File: src/rtl/usb_rx_ctrl.sv
// USB 1.1 receive sequencer: walks SYNC, PID, token address or data payload and EOP using the
// bit timer's strobes, writes payload bytes to the RX FIFO and flags malformed packets.
module usb_rx_ctrl #(
    parameter logic [7:0]  SYNC_BYTE = 8'h80,
    parameter int unsigned MAX_BYTES = 64,
    parameter int unsigned CNT_W     = 7
) (
    input  logic             clk,
    input  logic             rst,
    input  logic             d_edge,
    input  logic             eop,
    input  logic             line_j,
    input  logic             shift_en,
    input  logic             byte_received,
    input  logic             address_comp,
    input  logic             eop_1_comp,
    input  logic             eop_comp,
    input  logic [7:0]       rcv_data,
    input  logic             fifo_full,
    output logic             rx_transfer_active,
    output logic             addr_en,
    output logic             eop_en,
    output logic [3:0]       rx_pid,
    output logic [7:0]       rx_data,
    output logic             w_enable,
    output logic [CNT_W-1:0] byte_count,
    output logic             rx_packet_done,
    output logic             r_error
);

    typedef enum logic [3:0] {
        StIdle, StSync, StPid, StAddr, StData, StEopWait, StEop1, StEop2, StDone, StError
    } state_e;

    localparam logic [CNT_W-1:0] MaxCount = CNT_W'(MAX_BYTES);
    localparam logic [CNT_W-1:0] MinCount = CNT_W'(2);

    state_e           state_q, state_d;
    logic [3:0]       rx_pid_q, rx_pid_d;
    logic [7:0]       rx_data_q, rx_data_d;
    logic [CNT_W-1:0] byte_count_q, byte_count_d, count_inc;
    logic             w_enable_q, w_enable_d;
    logic             r_error_q, r_error_d;
    logic             active_q, active_d;
    logic             addr_en_q, addr_en_d;
    logic             eop_en_q, eop_en_d;
    logic             done_q, done_d;
    logic             pid_ok;

    // The bit-sample strobe is only consumed by the timer.
    logic unused_shift_en;
    assign unused_shift_en = shift_en;

    assign pid_ok = (rcv_data[7:4] == ~rcv_data[3:0]);

    always_comb begin
        state_d      = state_q;
        rx_pid_d     = rx_pid_q;
        rx_data_d    = rx_data_q;
        byte_count_d = byte_count_q;
        w_enable_d   = 1'b0;
        r_error_d    = r_error_q;
        count_inc    = byte_count_q + 1'b1;

        unique case (state_q)
            StIdle: begin
                if (d_edge) begin
                    state_d      = StSync;
                    r_error_d    = 1'b0;
                    byte_count_d = '0;
                end
            end
            StSync: begin
                if (eop) begin
                    state_d = StError;
                end else if (byte_received) begin
                    state_d = (rcv_data == SYNC_BYTE) ? StPid : StError;
                end
            end
            StPid: begin
                if (eop) begin
                    state_d = StError;
                end else if (byte_received) begin
                    if (!pid_ok) begin
                        state_d = StError;
                    end else begin
                        rx_pid_d = rcv_data[3:0];
                        case (rcv_data[1:0])
                            2'b01:   state_d = StAddr;
                            2'b11:   state_d = StData;
                            2'b10:   state_d = StEopWait;
                            default: state_d = StError;
                        endcase
                    end
                end
            end
            StAddr: begin
                if (address_comp) begin
                    state_d = StEopWait;
                end else if (eop) begin
                    state_d = StError;
                end
            end
            StData: begin
                // A byte landing with the first SE0 sample is counted before the length check.
                if (byte_received) begin
                    if (fifo_full || byte_count_q >= MaxCount) begin
                        state_d = StError;
                    end else begin
                        w_enable_d   = 1'b1;
                        rx_data_d    = rcv_data;
                        byte_count_d = count_inc;
                        if (eop) begin
                            state_d = (count_inc >= MinCount) ? StEop1 : StError;
                        end
                    end
                end else if (eop) begin
                    state_d = (byte_count_q >= MinCount) ? StEop1 : StError;
                end
            end
            StEopWait: begin
                if (byte_received) begin
                    state_d = StError;
                end else if (eop) begin
                    state_d = StEop1;
                end
            end
            StEop1: begin
                if (eop_1_comp) begin
                    state_d = StEop2;
                end else if (!eop) begin
                    state_d = StError;
                end
            end
            StEop2: begin
                if (eop_comp) begin
                    state_d = line_j ? StDone : StError;
                end
            end
            StDone: state_d = StIdle;
            StError: begin
                if (line_j && !eop) begin
                    state_d = StIdle;
                end
            end
            default: state_d = StIdle;
        endcase

        if (state_d == StError) begin
            r_error_d = 1'b1;
        end

        // Outputs are decoded from the next state so they line up with the state register.
        active_d  = (state_d inside {StSync, StPid, StAddr, StData, StEopWait, StEop1, StEop2});
        addr_en_d = (state_d == StAddr);
        eop_en_d  = (state_d == StEop1) || (state_d == StEop2);
        done_d    = (state_d == StDone);
    end

    always_ff @(posedge clk or posedge rst) begin
        if (rst) begin
            state_q      <= StIdle;
            rx_pid_q     <= 4'h0;
            rx_data_q    <= 8'h00;
            byte_count_q <= '0;
            w_enable_q   <= 1'b0;
            r_error_q    <= 1'b0;
            active_q     <= 1'b0;
            addr_en_q    <= 1'b0;
            eop_en_q     <= 1'b0;
            done_q       <= 1'b0;
        end else begin
            state_q      <= state_d;
            rx_pid_q     <= rx_pid_d;
            rx_data_q    <= rx_data_d;
            byte_count_q <= byte_count_d;
            w_enable_q   <= w_enable_d;
            r_error_q    <= r_error_d;
            active_q     <= active_d;
            addr_en_q    <= addr_en_d;
            eop_en_q     <= eop_en_d;
            done_q       <= done_d;
        end
    end

    assign rx_transfer_active = active_q;
    assign addr_en            = addr_en_q;
    assign eop_en             = eop_en_q;
    assign rx_pid             = rx_pid_q;
    assign rx_data            = rx_data_q;
    assign w_enable           = w_enable_q;
    assign byte_count         = byte_count_q;
    assign rx_packet_done     = done_q;
    assign r_error            = r_error_q;

endmodule
File: config.mk
export PLATFORM = sky130hd
export DESIGN_NAME = usb_rx_ctrl
export DESIGN_NICKNAME = d
export VERILOG_FILES = /design/src/rtl/usb_rx_ctrl.sv
export SDC_FILE = /design/constraint.sdc
export NUM_CORES = 1
export LEC_CHECK = 0
export CELL_PAD_IN_SITES_DETAIL_PLACEMENT = 1
export CELL_PAD_IN_SITES_GLOBAL_PLACEMENT = 1
export CORE_ASPECT_RATIO = 1.1
export CORE_UTILIZATION = 33
export DETAILED_ROUTE_END_ITERATION = 12
export MAX_ROUTING_LAYER = met4
export PLACE_DENSITY_LB_ADDON = 0.12
export SLEW_MARGIN = 20
export SYNTH_ARGS = -nofsm -noshare
export SYNTH_HDL_FRONTEND = slang
export SYNTH_SLANG_ARGS = --single-unit
File: constraint.sdc
create_clock -name clk -period 2 [get_ports clk]
set_clock_uncertainty 0.1 [all_clocks]
set_input_delay 0.3 -clock clk [delete_from_list [all_inputs] [get_ports clk]]
set_output_delay 0.3 -clock clk [all_outputs]
set_load 0.01 [all_outputs]
==> results.yml, run 1 <==
layout:
  fin_cells: 344
  fill_cells: 556
  utilization_pct: 55.8
  seqCellArea_um2: 728
  area_growth_pct: 62.0
  antenna_cells: 0
  multi_input_area_um2: 1010
  drive_gt1_share_pct: 30.4
  nets: 306
die:
  die_w_um: 71.1
  ios: 44
  core_um2: 5030
  die_h_um: 78
  die-area_um2: 5550
  rows: 27
  initial_core_util_pct: 34.4
cts:
  clock_sinks: 29
  cts_made_buffers: 5
  clkTransAtPathRegs_ns: 0.07
  cts_max_path_buffers: 2
  root_buffer: "clkbuf_8"
  cts.htree.levels: 2
  cts_tree: "built"
  insertion_delay_ns: 0.29
timing:
  rsz0062_at_grt: "yes"
  worst-slew-pin-transition_ns: 0.375
  fin_crit_sh_pct: 110
  finalSetupViolations: 7
  slew_headroom_pct: 74.7
  min_period_ns: 2.20
  hold_violations: 0
  fmax_mhz: 455
  layout_setup_ws_ns: -0.197
  drv_slew: 0
detailed_routing:
  viasPerCell: 5.23
  wl_per_cell_um: 16.5
  drc: 3
  drt_first_pass_iters: 10
  drt-total-wl_um: 5670
  vias: 1799
  ant_nets: 0
  drt_iter0_markers: 64
place:
  place.gp.congestion: 0.944
  dp_cells: 333
  hpwl_um: 4360
  port_buffers: 42
worst_setup_path:
  end_kind: "flop"
  critPathKind: "flop to flop"
  rrSetupSlack_ns: -0.20
  r2r_start: "byte_count[1]"
  worstSetupStartpointType: "flop"
  cp-startpoint: "byte_count[1]"
  path_max_fanout: 4
  required_ns: 2.07
  critical_path_arrival_ns: 2.26
grt:
  grt_pass1_vias: 2062
  track_usage_pct: 23.4
  grt_overflow: 0
  grt_pass1_wl_um: 9820
  grt_max_degree: 30
  antenna_found_initial: 0
logic_synthesis:
  synth_edf_count: 0
  synth_area_um2: 1730
  yosysWarnings: 0
  syn_nets: 216
  yosysSeqAreaShare_pct: 41.9
  ys.flop_type: "dfrtp_1"
  synth.distinct_cells: 47
  synth.avg_cell_area_um2: 8.89
  netlist_instances: 195
  async_flop_share_pct: 100
  synth-seq-cells: 29
power_and_ir_drop:
  switchingPower_w: 0.000685
  max-vdd-ir-drop_mv: 0.293
  power_frac_comb_pct: 36.1
  powerDensity_nw_per_um2: 758
  seqPwrFrac_pct: 33.5
  internal-power_w: 0.00144
  p_total_w: 0.00213
  switching_share_pct: 32.2
  leakagePower_nw: 1.33
  clkPwrFrac_pct: 30.4
run_status:
  violations: "design-rule violations, negative setup slack"
  outcome: "finished with violations"
min_path:
  hold_path.startpoint: "rcv_data[0]"
  hp-class: "input pin to flop"
run:
  cap_violations: 0
[timing repair]
action / 4_1_cts / 5_1_grt
hold endpoints to repair: 0 / 0
cloned: 0 / 0
hold buffers: 0 / 0
setup buffers: 3 / 0
setup endpoints to repair: 14 / 25
resized for setup: 8 / 20
pin swaps: 2 / 5
[power by group through the flow]
stage / registers (W) / logic (W) / clock network, W
4_1_cts: 0.000713 / 0.000756 / 0.000666
2_1_floorplan: 0.000733 / 0.000355 / 0
6_report: 0.000712 / 0.000768 / 0.000647
5_1_grt: 0.000722 / 0.000843 / 0.000687
3_3_place_gp: 0.000720 / 0.000701 / 0
3_5_place_dp: 0.000723 / 0.000720 / 0
[critical path: stages (launching register included)]
cell      delay, ns
dfrtp_2        0.44
ha_4           0.17
xor2_1         0.13
or4_4          0.42
a221oi_4       0.30
nor2_2         0.08
a211oi_4       0.25
buf_6          0.14
nor3_1         0.04
[area by class of cell]
class / count / area share [%]
tap: 58 / 2.58
inverter: 11 / 1.47
multi-input combinational: 145 / 36.0
sequential: 29 / 25.9
clock inverter: 1 / 1.07
clock buffer: 7 / 3.07
timing repair buffer: 93 / 29.9
[stage by stage]
| stage | area, um^2 | hold slack [ns] | setup slack (ns) | TNS (ns) |
|---|---|---|---|---|
| finish | 2810 | 0.278 | -0.197 | -0.812 |
| global placement | 2570 | 0.360 | -0.303 | -2.73 |
| CTS | 2740 | 0.310 | -0.212 | -0.943 |
| floorplan | 1750 | 0.278 | -0.149 | -0.328 |
| global route | 2810 | 0.312 | -0.264 | -1.52 |
| detailed placement | 2570 | 0.369 | -0.358 | -3.58 |
[synthesized netlist by cell type, types with 3 or more instances]
cell type  number  area share [%]
nand2b_1        5             1.8
o41ai_1         3             1.5
nor4b_1         3             1.5
nor2_1         12             2.6
clkbuf_1        7             1.5
inv_1          10             2.2
a21oi_1         3            0.87
o21ai_0        11             3.2
nand3b_1        3             1.3
nor3_1          6             1.7
dfrtp_1        29              42
xor2_1          7             3.5
buf_2           3            0.87
mux2_2          4             2.6
nand3_1         6             1.7
nand2_1        40             8.7
a41oi_1         3             1.5
[logic make-up after synthesis]
family                     synth area share [%]
and+or+nand+nor                            26.9
buffers and inverters                      4.77
xor gates and xnor gates                   3.54
adders and majority gates                  1.44
muxes                                      3.75
DFF                                        41.9
AOI/OAI and AO/OA                          17.8
[state kept, by name (all words and copies together) (netlist names)]
| register | cells |
|---|---|
| rx_data | 8 |
| byte_count | 7 |
| rx_pid | 4 |
| state_q | 4 |
| addr_en | 1 |
| eop_en | 1 |
| r_error | 1 |
| rx_packet_done | 1 |
| rx_transfer_active | 1 |
| w_enable | 1 |
[path summary, 6_finish.rpt]
check / cells after the start / end
max in group asynchronous: 3 / byte_count[1]
min in group asynchronous: 3 / rx_data[7]
max: 8 / addr_en
max reg2reg: 8 / addr_en
min: 3 / rx_data[0]
min reg2reg: 2 / rx_data[7]
[per-layer routing]
layer  track usage, %  share of wire (%)  up-vias
li1                 -                  -      870
met1             26.3                 42      903
met2             42.3                 55       21
met3             3.38                1.9        5
met4             7.40                1.0        0
met5                -                  0        -
[placed cells by master, fill, tap and decap left out, types with 2 or more instances in the layout]
master           netlist  routed
dfrtp_2                0       2
a31oi_1                2       2
nand3b_1               3       3
o31ai_1                2       2
a21o_1                 2       2
dlymetal6s2s_1         0       8
a211oi_1               2       2
dfrtp_1               29      27
nand3_1                6       5
o311ai_0               2       2
nand2b_1               5       4
a21oi_1                3       2
clkbuf_8               0       6
nand3_2                1       2
nand2_1               40      38
nand4_1                2       2
o41ai_2                0       2
xor2_1                 7       7
o21ai_0               11       8
a41oi_1                3       3
buf_4                  0      49
mux2i_1                2       2
inv_1                 10      10
nor3_1                 6       4
nor3_2                 0       2
mux2_2                 4       4
nor2_1                12      12
clkdlybuf4s50_1        0      34
o21ai_1                0       2
nor4_1                 2       2
o211ai_1               2       2
nand2_2                0       2
nor4b_2                0       2
Note: power is estimated with default switching activity, not from simulation.
==> run 2: changes to the inputs <==
==> config.mk (replaced) <==
export PLATFORM = sky130hd
export DESIGN_NAME = usb_rx_ctrl
export DESIGN_NICKNAME = d
export VERILOG_FILES = /design/src/rtl/usb_rx_ctrl.sv
export SDC_FILE = /design/constraint.sdc
export NUM_CORES = 1
export LEC_CHECK = 0
export CORE_ASPECT_RATIO = 1.1
export CORE_UTILIZATION = 44
export DETAILED_ROUTE_END_ITERATION = 12
export MAX_ROUTING_LAYER = met4
export PLACE_DENSITY = 0.76
export SLEW_MARGIN = 20
export SYNTH_ARGS = -nofsm -noshare
export SYNTH_HDL_FRONTEND = slang
export SYNTH_SLANG_ARGS = --single-unit
==> results.yml, run 2 (synthesis gave the netlist of run 1 again) <==
timing:
  rsz0062_at_grt: "yes"
  fin_crit_sh_pct: 109
  drv_slew: 0
  layout_setup_ws_ns: -0.188
  min_period_ns: 2.19
  worst-slew-pin-transition_ns: 0.463
  slew_headroom_pct: 68.8
  fmax_mhz: 457
  hold_violations: 0
  finalSetupViolations: 8
  whs_ns: 0.197
power_and_ir_drop:
  powerDensity_nw_per_um2: 712
  leakagePower_nw: 1.30
  clkPwrFrac_pct: 24.5
  switching_share_pct: 34.5
  internal-power_w: 0.00127
  max-vdd-ir-drop_mv: 0.456
  switchingPower_w: 0.000667
  seqPwrFrac_pct: 37.0
  power_frac_comb_pct: 38.4
worst_setup_path:
  slowest_stage: "dfrtp_2"
  rr_worst_depth: 8
  critPathKind: "flop to flop"
  path_common_cell: "buf_4"
  r2r_start: "byte_count[0]"
  end_kind: "flop"
  path_max_fanout: 7
  path_delay_family: "compound AO/OA/AOI/OAI gates"
  critical_path_arrival_ns: 2.29
  rrSetupSlack_ns: -0.19
  path_buf_inv: 2
  timing.rr.end: "rx_transfer_active"
  crit_chain: "buf_4 > buf_4 > and4_1 > o211ai_1 > a221oi_4 > o21ai_0 > nand2_1 > a41oi_1"
  cpPeakStageDelay_ns: 0.43
  worstSetupStartpointType: "flop"
  required_ns: 2.10
place:
  placed_area_um2: 2530
  place.gp.congestion: 0.965
  port_buffers: 42
  hpwl_um: 3490
cts:
  cts_max_path_buffers: 2
  clock_sinks: 29
  root_buffer: "clkbuf_8"
  cts_made_buffers: 5
  insertion_delay_ns: 0.29
  cts_tree: "built"
  hold_buffers: 0
  cts.htree.levels: 2
  clkTransAtPathRegs_ns: 0.06
layout:
  nets: 304
  drive_gt1_share_pct: 27.8
  antenna_cells: 0
  area_growth_pct: 56.5
  largest_reg_flops: 8
  final_common_cell: "buf_4"
  fill_cells: 263
  final_cell_area_um2: 2710
  layout_common_cells: "buf_4, nand2_1, clkdlybuf4s50_1"
grt:
  track_usage_pct: 25.9
  grt_pass1_wl_um: 7650
  grt_pass1_vias: 1682
  grt_overflow: 0
  antenna_found_initial: 0
  grt_max_degree: 30
detailed_routing:
  drt_iter0_markers: 88
  ant_nets: 0
  drt-total-wl_um: 4780
  drt_first_pass_iters: 4
  vias: 1759
  drc: 0
  viasPerCell: 5.27
  wl_per_cell_um: 14.3
die:
  die_w_um: 61.8
  rows: 23
  die_h_um: 67.8
  initial_core_util_pct: 46.7
  die-area_um2: 4190
  ios: 44
  core_um2: 3710
min_path:
  hp-class: "input pin to flop"
  hold_path.startpoint: "rcv_data[7]"
  hold_path_end: "rx_data[7]"
  min_path_cells: 3
run_status:
  outcome: "finished with violations"
  violations: "negative setup slack"
run:
  cap_violations: 0
-- run 2: changes by cell type in the layout (fill, tap and decap cells not counted), moves of 2 or more --
cell      before  now
nor4b_1        1    3
clkinv_2       0    2
o41ai_1        1    3
o41ai_2        2    0
nor4b_2        2    0
buf_4         49   47
nand2_2        2    0
o21ai_1        2    0
o21ai_0        8   11
-- run 2: power groups by stage --
stage | clock, W | combinational, W | sequential (W)
6_report | 0.000474 | 0.000743 | 0.000715
5_1_grt | 0.000511 | 0.000806 | 0.000723
4_1_cts | 0.000482 | 0.000724 | 0.000714
3_5_place_dp | 0 | 0.000706 | 0.000722
3_3_place_gp | 0 | 0.000695 | 0.000722
2_1_floorplan | 0 | 0.000355 | 0.000733
-- run 2: what timing repair did --
action,in CTS,in global routing
hold endpoints to repair,0,0
pin swaps,1,3
gates resized for setup,4,17
setup endpoints to repair,7,15
buffers inserted,3,1
-- run 2: area by class of cell --
| cell class | instances | area (um^2) | share of cell area [%] |
|---|---|---|---|
| multi-input cells | 145 | 978 | 36.1 |
| clock inverters | 3 | 17.5 | 0.646 |
| inverters | 11 | 41.3 | 1.52 |
| clock buffers | 5 | 68.8 | 2.54 |
| flip-flops and latches | 29 | 728 | 26.8 |
| repair buffers | 91 | 816 | 30.1 |
| well taps | 50 | 62.6 | 2.31 |
-- run 2: worst register-to-register path: stages (launching register included) --
cell and delay (ns):
dfrtp_2 0.43, buf_4 0.15, buf_4 0.15, and4_1 0.14, o211ai_1 0.26, a221oi_4 0.13, o21ai_0 0.42, nand2_1 0.13
a41oi_1 0.18
-- run 2: stage by stage --
| stage | utilization (%) | cells | total power, W | setup WS [ns] | setup TNS [ns] |
|---|---|---|---|---|---|
| after CTS | 71.6 | 333 | 0.00192 | -0.177 | -0.830 |
| final | 73.1 | 334 | 0.00193 | -0.188 | -1.04 |
| after global placement | 68.1 | 322 | 0.00142 | -0.272 | -2.48 |
| after global routing | 73.1 | 334 | 0.00204 | -0.283 | -1.54 |
| after floorplan | - | 195 | 0.00109 | -0.149 | -0.328 |
| after detailed placement | 68.1 | 322 | 0.00143 | -0.344 | -3.23 |
-- run 2: worst max-delay path by stage --
stage                              end  cells past startpoint  slack (ns)          start
floorplan           rx_transfer_active                      7       -0.15  byte_count[0]
global placement               addr_en                      7       -0.27    rcv_data[0]
detailed placement  rx_transfer_active                      7       -0.34    rcv_data[1]
CTS                            addr_en                      8       -0.18  byte_count[1]
global route        rx_transfer_active                      7       -0.28  byte_count[1]
finish              rx_transfer_active                      8       -0.19  byte_count[0]
-- run 2: per-layer routing --
layer,global-route usage [%],share of wire (%),vias to the layer above
met5,-,0,-
met4,12.5,2.4,0
li1,-,-,869
met2,37.4,46,56
met3,5.10,5.6,13
met1,34.8,46,821
==> run 3: changes to the inputs <==
--- a/config.mk
+++ b/config.mk
@@ -7,6 +7,7 @@
 export LEC_CHECK = 0
 export CORE_ASPECT_RATIO = 1.1
 export CORE_UTILIZATION = 44
+export CTS_CLUSTER_DIAMETER = 60
 export DETAILED_ROUTE_END_ITERATION = 12
 export MAX_ROUTING_LAYER = met4
 export PLACE_DENSITY = 0.76
==> results of run 3 <==
The final DEF is identical to that of run 2; final timing and power are the same.
